File: config.mk
export PLATFORM = sky130hd
export DESIGN_NAME = ext_mem_host_flat
export DESIGN_NICKNAME = d
export VERILOG_FILES = /design/src/rtl/ext_mem_host_if.sv /design/src/rtl/ext_mem_host.sv /design/src/flat_wrapper.sv
export SDC_FILE = /design/constraint.sdc
export NUM_CORES = 1
export LEC_CHECK = 0
export ABC_AREA = 0
export CORE_ASPECT_RATIO = 0.7
export CORE_MARGIN = 5
export CORE_UTILIZATION = 45
export DETAILED_ROUTE_END_ITERATION = 8
export GPL_TIMING_DRIVEN = 0
export PLACE_DENSITY = 0.75
export SETUP_SLACK_MARGIN = 0.15
export SLEW_MARGIN = 15
export SYNTH_ARGS = -nofsm -noshare
export SYNTH_HDL_FRONTEND = slang
export SYNTH_SLANG_ARGS = --single-unit
File: constraint.sdc
create_clock -name clk -period 2.8 [get_ports clk]
set_clock_uncertainty 0.05 [all_clocks]
set_input_delay 0.56 -clock clk [delete_from_list [all_inputs] [get_ports clk]]
set_output_delay 0.56 -clock clk [all_outputs]
set_load 0.02 [all_outputs]
File: src/rtl/ext_mem_host_if.sv
// rtl/ext_mem_host_if.sv - command/response byte streams and external memory port bundle
interface ext_mem_host_if;
  logic        rx_valid;
  logic        rx_ready;
  logic [7:0]  rx_data;
  logic        tx_valid;
  logic        tx_ready;
  logic [7:0]  tx_data;
  logic        enable;
  logic        busy;
  logic [31:0] addr_ext;
  logic        wen_ext;
  logic        ren_ext;
  logic [31:0] wdata_ext;
  logic [31:0] rdata_ext;
  logic [31:0] addr_ext_2;
  logic        wen_ext_2;
  logic        ren_ext_2;
  logic [31:0] wdata_ext_2;
  logic [31:0] rdata_ext_2;

  modport master (
    input  rx_valid, rx_data, tx_ready, rdata_ext, rdata_ext_2,
    output rx_ready, tx_valid, tx_data, enable, busy,
    output addr_ext, wen_ext, ren_ext, wdata_ext,
    output addr_ext_2, wen_ext_2, ren_ext_2, wdata_ext_2
  );

  modport slave (
    output rx_valid, rx_data, tx_ready, rdata_ext, rdata_ext_2,
    input  rx_ready, tx_valid, tx_data, enable, busy,
    input  addr_ext, wen_ext, ren_ext, wdata_ext,
    input  addr_ext_2, wen_ext_2, ren_ext_2, wdata_ext_2
  );
endinterface

File: src/rtl/ext_mem_host.sv
// rtl/ext_mem_host.sv - byte-command host that loads imem/dmem, runs the CPU and dumps dmem
module ext_mem_host #(
  parameter int ADDR_STRIDE = 4,
  parameter int RD_LAT      = 1
) (
  input logic            clk,
  input logic            arst_n,
  ext_mem_host_if.master bus
);
  typedef enum logic [3:0] {
    IDLE, LEN_HI, LEN_LO, DATA, WRITE, RUN, RD_REQ, RD_WAIT, SEND, ACK, ERR
  } state_t;
  typedef enum logic [1:0] {OP_IMEM, OP_DMEM, OP_RUN, OP_DUMP} op_t;

  localparam logic [31:0] STRIDE   = 32'(ADDR_STRIDE);
  localparam logic [1:0]  LAT_LAST = 2'(RD_LAT - 1);

  state_t      state, state_nx;
  op_t         op, op_nx;
  logic [15:0] len, len_nx, idx, idx_nx, idx_inc, len_rx;
  logic [1:0]  bcnt, bcnt_nx, lat, lat_nx;
  logic [31:0] word, word_nx, word_rx, idx_addr, inc_addr;
  logic [31:0] addr_i, addr_i_nx, wdata_i, wdata_i_nx;
  logic [31:0] addr_d, addr_d_nx, wdata_d, wdata_d_nx;
  logic        rx_fire, tx_fire;
  logic        unused_rdata;

  assign unused_rdata = ^bus.rdata_ext;

  assign idx_inc  = idx + 16'd1;
  assign idx_addr = {16'b0, idx} * STRIDE;
  assign inc_addr = {16'b0, idx_inc} * STRIDE;
  assign len_rx   = {len[15:8], bus.rx_data};
  assign word_rx  = {word[23:0], bus.rx_data};
  assign rx_fire  = bus.rx_valid & bus.rx_ready;
  assign tx_fire  = bus.tx_valid & bus.tx_ready;

  // rx_ready is gated by reset so every output reads 0 while arst_n is low
  assign bus.rx_ready    = arst_n & (state inside {IDLE, LEN_HI, LEN_LO, DATA});
  assign bus.tx_valid    = state inside {SEND, ACK, ERR};
  assign bus.tx_data     = (state == SEND) ? word[31:24] :
                           (state == ACK)  ? 8'hA5 :
                           (state == ERR)  ? 8'hEE : 8'h00;
  assign bus.enable      = (state == RUN);
  assign bus.busy        = (state != IDLE);
  assign bus.wen_ext     = (state == WRITE) && (op == OP_IMEM);
  assign bus.ren_ext     = 1'b0;
  assign bus.addr_ext    = addr_i;
  assign bus.wdata_ext   = wdata_i;
  assign bus.wen_ext_2   = (state == WRITE) && (op == OP_DMEM);
  assign bus.ren_ext_2   = (state == RD_REQ);
  assign bus.addr_ext_2  = addr_d;
  assign bus.wdata_ext_2 = wdata_d;

  always_ff @(posedge clk or negedge arst_n) begin
    if (!arst_n) begin
      state   <= IDLE;
      op      <= OP_IMEM;
      len     <= '0;
      idx     <= '0;
      bcnt    <= '0;
      lat     <= '0;
      word    <= '0;
      addr_i  <= '0;
      wdata_i <= '0;
      addr_d  <= '0;
      wdata_d <= '0;
    end else begin
      state   <= state_nx;
      op      <= op_nx;
      len     <= len_nx;
      idx     <= idx_nx;
      bcnt    <= bcnt_nx;
      lat     <= lat_nx;
      word    <= word_nx;
      addr_i  <= addr_i_nx;
      wdata_i <= wdata_i_nx;
      addr_d  <= addr_d_nx;
      wdata_d <= wdata_d_nx;
    end
  end

  always_comb begin
    state_nx   = state;
    op_nx      = op;
    len_nx     = len;
    idx_nx     = idx;
    bcnt_nx    = bcnt;
    lat_nx     = lat;
    word_nx    = word;
    addr_i_nx  = addr_i;
    wdata_i_nx = wdata_i;
    addr_d_nx  = addr_d;
    wdata_d_nx = wdata_d;
    case (state)
      IDLE: if (rx_fire) begin
        state_nx = LEN_HI;
        case (bus.rx_data)
          8'h01:   op_nx = OP_IMEM;
          8'h02:   op_nx = OP_DMEM;
          8'h03:   op_nx = OP_RUN;
          8'h04:   op_nx = OP_DUMP;
          default: state_nx = ERR;
        endcase
      end
      LEN_HI: if (rx_fire) begin
        len_nx   = {bus.rx_data, len[7:0]};
        state_nx = LEN_LO;
      end
      LEN_LO: if (rx_fire) begin
        len_nx  = len_rx;
        idx_nx  = '0;
        bcnt_nx = '0;
        if (len_rx == 16'd0) begin
          state_nx = ACK;
        end else begin
          case (op)
            OP_RUN:  state_nx = RUN;
            OP_DUMP: begin
              state_nx  = RD_REQ;
              addr_d_nx = '0;
            end
            default: state_nx = DATA;
          endcase
        end
      end
      DATA: if (rx_fire) begin
        word_nx = word_rx;
        bcnt_nx = bcnt + 2'd1;
        if (bcnt == 2'd3) begin
          state_nx = WRITE;
          if (op == OP_IMEM) begin
            addr_i_nx  = idx_addr;
            wdata_i_nx = word_rx;
          end else begin
            addr_d_nx  = idx_addr;
            wdata_d_nx = word_rx;
          end
        end
      end
      WRITE: begin
        idx_nx   = idx_inc;
        state_nx = (idx_inc == len) ? ACK : DATA;
      end
      // len doubles as the remaining-cycle counter while running
      RUN: begin
        len_nx   = len - 16'd1;
        state_nx = (len == 16'd1) ? ACK : RUN;
      end
      RD_REQ: begin
        lat_nx   = '0;
        state_nx = RD_WAIT;
      end
      RD_WAIT: begin
        if (lat == LAT_LAST) begin
          word_nx  = bus.rdata_ext_2;
          bcnt_nx  = '0;
          state_nx = SEND;
        end else begin
          lat_nx = lat + 2'd1;
        end
      end
      SEND: if (tx_fire) begin
        word_nx = {word[23:0], 8'h00};
        bcnt_nx = bcnt + 2'd1;
        if (bcnt == 2'd3) begin
          idx_nx = idx_inc;
          if (idx_inc == len) begin
            state_nx = ACK;
          end else begin
            state_nx  = RD_REQ;
            addr_d_nx = inc_addr;
          end
        end
      end
      ACK, ERR: if (tx_fire) state_nx = IDLE;
      default: state_nx = IDLE;
    endcase
  end
endmodule

File: src/flat_wrapper.sv
// flat-port wrapper written by rule: the top's interface ports become plain ports
module ext_mem_host_flat 
#(
  parameter int ADDR_STRIDE = 4,
  parameter int RD_LAT      = 1
)
  (clk, arst_n, bus_rx_valid, bus_rx_data, bus_tx_ready, bus_rdata_ext, bus_rdata_ext_2, bus_rx_ready, bus_tx_valid, bus_tx_data, bus_enable, bus_busy, bus_addr_ext, bus_wen_ext, bus_ren_ext, bus_wdata_ext, bus_addr_ext_2, bus_wen_ext_2, bus_ren_ext_2, bus_wdata_ext_2);
  ext_mem_host_if bus_i ();
  input logic clk;
  input logic arst_n;
  input wire logic [$bits(bus_i.rx_valid)-1:0] bus_rx_valid;
  input wire logic [$bits(bus_i.rx_data)-1:0] bus_rx_data;
  input wire logic [$bits(bus_i.tx_ready)-1:0] bus_tx_ready;
  input wire logic [$bits(bus_i.rdata_ext)-1:0] bus_rdata_ext;
  input wire logic [$bits(bus_i.rdata_ext_2)-1:0] bus_rdata_ext_2;
  output wire logic [$bits(bus_i.rx_ready)-1:0] bus_rx_ready;
  output wire logic [$bits(bus_i.tx_valid)-1:0] bus_tx_valid;
  output wire logic [$bits(bus_i.tx_data)-1:0] bus_tx_data;
  output wire logic [$bits(bus_i.enable)-1:0] bus_enable;
  output wire logic [$bits(bus_i.busy)-1:0] bus_busy;
  output wire logic [$bits(bus_i.addr_ext)-1:0] bus_addr_ext;
  output wire logic [$bits(bus_i.wen_ext)-1:0] bus_wen_ext;
  output wire logic [$bits(bus_i.ren_ext)-1:0] bus_ren_ext;
  output wire logic [$bits(bus_i.wdata_ext)-1:0] bus_wdata_ext;
  output wire logic [$bits(bus_i.addr_ext_2)-1:0] bus_addr_ext_2;
  output wire logic [$bits(bus_i.wen_ext_2)-1:0] bus_wen_ext_2;
  output wire logic [$bits(bus_i.ren_ext_2)-1:0] bus_ren_ext_2;
  output wire logic [$bits(bus_i.wdata_ext_2)-1:0] bus_wdata_ext_2;
  assign bus_i.rx_valid = bus_rx_valid;
  assign bus_i.rx_data = bus_rx_data;
  assign bus_i.tx_ready = bus_tx_ready;
  assign bus_i.rdata_ext = bus_rdata_ext;
  assign bus_i.rdata_ext_2 = bus_rdata_ext_2;
  assign bus_rx_ready = bus_i.rx_ready;
  assign bus_tx_valid = bus_i.tx_valid;
  assign bus_tx_data = bus_i.tx_data;
  assign bus_enable = bus_i.enable;
  assign bus_busy = bus_i.busy;
  assign bus_addr_ext = bus_i.addr_ext;
  assign bus_wen_ext = bus_i.wen_ext;
  assign bus_ren_ext = bus_i.ren_ext;
  assign bus_wdata_ext = bus_i.wdata_ext;
  assign bus_addr_ext_2 = bus_i.addr_ext_2;
  assign bus_wen_ext_2 = bus_i.wen_ext_2;
  assign bus_ren_ext_2 = bus_i.ren_ext_2;
  assign bus_wdata_ext_2 = bus_i.wdata_ext_2;
  ext_mem_host #(.ADDR_STRIDE(ADDR_STRIDE), .RD_LAT(RD_LAT)) u_core (.clk(clk), .arst_n(arst_n), .bus(bus_i));
endmodule
After elaboration in Yosys (flattened, before gate mapping):

Cells that the tools add are included.

* equal/unequal tests: 34
* reductions and logical operators: 30
* mux-type cells: 48
* $add $sub $neg: 4
* bitwise gates (word level): 6

Operators with widths (number)
* $mux W32: 12
* $pmux W32 S3: 2
* $pmux W16 S3: 2
* $mux W16: 4
* $mux W4: 14
* $pmux W4 S10: 1
* $mux W8: 4
* $add A16 B1 Y16 const B: 1
* $eq A16 B1 Y1 const B: 1
* $eq A16 B16 Y1: 1
* $eq A4 B3 Y1 const B: 4
* $eq A8 B2 Y1 const B: 2
* $logic_not A16 Y1: 1
* $pmux W2 S4: 2
* $reduce_and A4 Y1: 4
* $reduce_bool A4 Y1: 4
* $sub A16 B1 Y16 const B: 1
* $ne A2 B1 Y1 const B: 7
* $ne A2 B2 Y1 const B: 7
* $eq A4 B4 Y1 const B: 3
* $reduce_bool A3 Y1: 4
* $mux W2: 5
* $reduce_and A10 Y1: 1
* $reduce_and A3 Y1: 3
* 20 further kinds: 32

* input bits: 76
* register bits: 186

Longest topological paths before layout:

* word-level depth: 6
* depth in mapped cells: 12
* depth with buffers taken out: 8

Least setup slack after synthesis:

No wires, ideal clock.

* kind: input -> register
* start point: input bus_rx_data[6]
* end point: register u_core.addr_d[10] (netlist: u_core.bus.addr_ext_2[10])
* slack: -0.306 ns
* arrival: 2.931 ns
* path buffers: 2
* stages: 9
* cell sequence: or4_1 or3_1 or4b_1 a31oi_1 a21oi_1 and3_1 buf_6 buf_6 mux2_4

* longest elaborated chain between the ends: 3

Ends and longest elaborated chain
* from (decl): RTL line flat_wrapper.sv:12 `input wire logic [$bits(bus_i.rx_data)-1:0] bus_rx_data;`
* $logic_not A16 Y1: RTL line ext_mem_host.sv:114 `if (len_rx == 16'd0) begin`
* $ne A2 B2 Y1 (no source line)
* $reduce_and A10 Y1 (no source line)
* to (signal assigned): RTL line ext_mem_host.sv:78 `addr_d <= addr_d_nx;`
* to (decl): RTL line ext_mem_host.sv:24 `logic [31:0] addr_d, addr_d_nx, wdata_d, wdata_d_nx;`

Every way passes these cells.
A chain may end at the register's enable or synchronous reset.

Worst setup path after layout:

* start point: register u_core.idx[8]
* end point: register u_core.addr_d[16] (netlist: u_core.bus.addr_ext_2[16])

* longest elaborated chain between the ends: 5
* elaborated cells between the ends (all ways): 8

Ends and longest elaborated chain
* from (decl): RTL line ext_mem_host.sv:20 `logic [15:0] len, len_nx, idx, idx_nx, idx_inc, len_rx;`
* from (signal assigned): RTL line ext_mem_host.sv:72 `idx <= idx_nx;`
* $add A16 B1 Y16 (*): RTL line ext_mem_host.sv:30 `assign idx_inc = idx + 16'd1;`
* parallel branches: the longest is 4 deep, another holds $eq A16 B16 Y1

Every way passes the cells marked *. The select of a mux whose other input is x is not followed.

==> impl_metrics.csv <==
group,metric,value,unit
outcome,status,"finished, violations left",
outcome,violations,"negative setup slack",
layout,area_growth,36.7,%
place,post-dp-hpwl,19.8,mm
yosys,avgSynthCellArea,9.87,µm²
setup_path,cp-end-kind,"register",
layout,diodes,0,
timing,max_freq,316,MHz
setup_path,cp.required,3.07,ns
clocking,clock_path_buffers,2,
yosys,synth_top_family_by_area,"compound AO/OA/AOI/OAI gates",
yosys,yosysMostFrequentCell,"dfrtp_1",
setup_path,worst-r2r-cell-count,10,
yosys,synth_edf_count,0,
yosys,synth_cells,905,
route,drt_wl_total,28.4,mm
timing,worst_slack,-0.361,ns
setup_path,crit_fanout,8,
yosys,yosys.area.top_type,"dfrtp_1",
timing,tightest_slew,0.668,ns
yosys,synthMuxAreaShare,12.5,%
yosys,yosysUniqueCellTypes,67,
timing,rsz0062_at_grt,"true",
route,drt-pass1-iter-count,5,
global_routing,gr-usage-all-layers,24.9,%
setup_path,cp-start-kind,"register",
power,intPower,5.78,mW
timing,slew_headroom,55.5,%
clocking,cts_tree,"done",
floorplan,io_pins,220,
route,wl_per_cell,20.1,µm
clocking,clkSinkCount,170,
setup_path,critical_path.reg2reg.endpoint,"u_core.bus.addr_ext_2[16]",
place,globalplace.congestion,0.919,
clocking,insertion_delay,0.44,ns
power,p_per_area,793,nW/µm²
place,dpl.cell_count,1361,
clocking,clkTransAtPathRegs,0.08,ns
yosys,synth_top_area_share,47.6,%
layout,nets,1211,
yosys,ys.flop_type,"dfrtp_1",
power,ir_drop,0.000526,V
power,p_leak,5.53,nW
floorplan,die_y,128,µm
yosys,synth_compound_area_share,15.7,%
yosys,async_flop_share,100,%
timing,slew_violations,0,
floorplan,die_w,178,µm
yosys,synth_commonest_cells,"dfrtp_1 (170), nand2_1 (90), nor2_1 (89)",
yosys,synth_xor_area_share,1.96,%
yosys,ys_seq_elements,170,
layout,fin_cells,1413,
yosys,yosysSeqAreaShare,47.6,%
yosys,synth_fa_ha_area_share,0.700,%
route,viasPerCell,5.73,
layout,layout-drive-gt1-share,24.8,%
setup_path,worstSetupPathType,"register to register",
clocking,cts-buffers-inserted,17,
power,pwr-share-comb,38.5,%
floorplan,die-area,22800,µm²
clocking,root_buffer,"clkbuf_16",
route,vias,8094,
yosys,syn-cell-area,8930,µm²
route,drt_iter0_drc,977,
floorplan,placementRows,43,
setup_path,r2r_slack,-0.36,ns
route,ant_nets,0,
timing,hold_viol_final,0,
power,p_clk_share,25.6,%
timing,period_minus_slack,3.16,ns
hold_path,hp-class,"input port to asynchronous set/reset pin",
floorplan,core_area,19600,µm²
timing,fin_crit_sh,113,%
timing,finalSetupViolations,16,
yosys,yosys_warnings,0,
power,p_seq_share,35.9,%
global_routing,antenna_found_initial,0,
route,drc,0,
setup_path,reg2reg_from,"u_core.idx[8]",
yosys,synthSimpleGateAreaFrac,14.8,%
place,io_buffers,153,
layout,post-route-util,62.2,%
setup_path,cp.arrival,3.43,ns
flow_run,cap_viol_max_count,0,
power,p_switching,3.90,mW
global_routing,grt-ovfl-total,0,
power,swShare,40.3,%
clocking,h-tree-depth,4,
floorplan,initial_core_util,45.5,%
timing,fin_setup_tns,-5.26,ns
global_routing,grt_pass1_wl,44.5,mm
global_routing,grt_start_max_net_pins,62,
timing,whs,0.0457,ns
global_routing,grt_pass1_vias,7621,
yosys,synthTopCellsByArea,"dfrtp_1 (48%), mux2_2 (11%), o21ai_0 (3.9%)",
## layout make-up
| class | count | area, µm² |
|---|---|---|
| fill | 1629 | 7430 |
| sequential | 170 | 4260 |
| inverter | 14 | 52.6 |
| buffer | 101 | 663 |
| multi-input combinational | 652 | 4460 |
| clock inverter | 15 | 200 |
| tap | 270 | 338 |
| clock buffer | 17 | 425 |
| timing repair buffer | 174 | 1810 |
## routing by layer
layer	GRT usage, %	up-vias	share of wire, %
met5	0	-	0
met4	5.91	0	1.4
met1	39.1	4009	47
met2	35.1	404	42
li1	-	3656	-
met3	5.40	25	9.6
## power groups by stage
stage / registers [mW] / logic, mW / clock network [mW]
after floorplan: 3.45 / 2.05 / 0
after global placement: 3.47 / 3.24 / 0
after detailed placement: 3.48 / 3.29 / 0
after CTS: 3.44 / 3.53 / 2.51
after global routing: 3.53 / 4.04 / 2.60
final: 3.47 / 3.73 / 2.48
## what timing repair did
item / CTS / global route
setup endpoints to repair: 175 / 99
setup buffers: 12 / 3
resized for setup: 118 / 51
gates cloned: 3 / 0
pin swaps: 4 / 2
hold buffers: 2 / 0
hold endpoints to repair: 61 / 0
## critical path: stages, from the launching register on
cell and delay (ns):
dfrtp_1 0.33, buf_2 0.22, and4_1 0.28, a21oi_1 0.09, or4_4 0.51, a2111o_1 0.31, or4_4 0.49, and3_4 0.19
buf_8 0.13, buf_12 0.13, mux2_4 0.30
## how the worst max path moves through the flow
stage	end	from	slack [ns]	cells after the start
after floorplan	u_core.bus.addr_ext_2[10]	bus_rx_data[6]	-0.23	9
after global placement	u_core.idx[9]	arst_n	-6.80	8
after detailed placement	u_core.idx[10]	arst_n	-1.28	11
after CTS	u_core.bus.addr_ext_2[16]	u_core.idx[5]	-0.33	11
after global routing	u_core.bus.addr_ext_2[16]	u_core.idx[8]	-0.42	10
final	u_core.bus.addr_ext_2[16]	u_core.idx[8]	-0.36	10
## registers in the layout (all words and copies together) (netlist names)
name,cells
u_core.bcnt,2
u_core.bus.addr_ext,16
u_core.bus.addr_ext_2,16
u_core.bus.wdata_ext,32
u_core.bus.wdata_ext_2,32
u_core.idx,16
u_core.lat,2
u_core.len,16
u_core.op,2
u_core.state,4
u_core.word,32
## per-stage QoR
stage | power, mW | cell area [µm²] | setup slack (ns)
5_1_grt | 10.2 | 12200 | -0.424
3_5_place_dp | 6.77 | 11000 | -1.28
4_1_cts | 9.48 | 12100 | -0.332
3_3_place_gp | 6.70 | 11000 | -6.80
6_report | 9.68 | 12200 | -0.361
2_1_floorplan | 5.49 | 9080 | -0.232
## cells by family after synthesis
| group | Yosys count |
|---|---|
| buf+inv | 115 |
| simple gates | 275 |
| flops | 170 |
| xor+xnor | 20 |
| other cells | 1 |
| fa+ha+maj | 5 |
| compound gates | 223 |
| mux | 96 |
## layout by cell type, fill, tap and decap left out, types with 5 or more instances in the layout
cell type          n
a32oi_1            6
dfrtp_1          166
and4_1             6
clkbuf_1          21
a21oi_1           39
nand3_1           13
a22oi_1           12
nor2_1            83
xnor2_1           15
or3_1              5
buf_4             55
conb_1            33
clkbuf_16         17
inv_1             13
clkbuf_2          21
o21a_1             5
dlygate4sd2_1      9
clkdlybuf4s15_2    6
clkdlybuf4s50_1  133
o31ai_1           23
o21ai_0           65
clkinv_8           5
clkbuf_4           6
buf_6              7
and2_1             6
mux2_2            85
nand2_1           87
a31oi_1           29
and3_1             6
mux2_4            10
nor3_1            12
nand4_1            9
(Power assumes the default switching activity.)
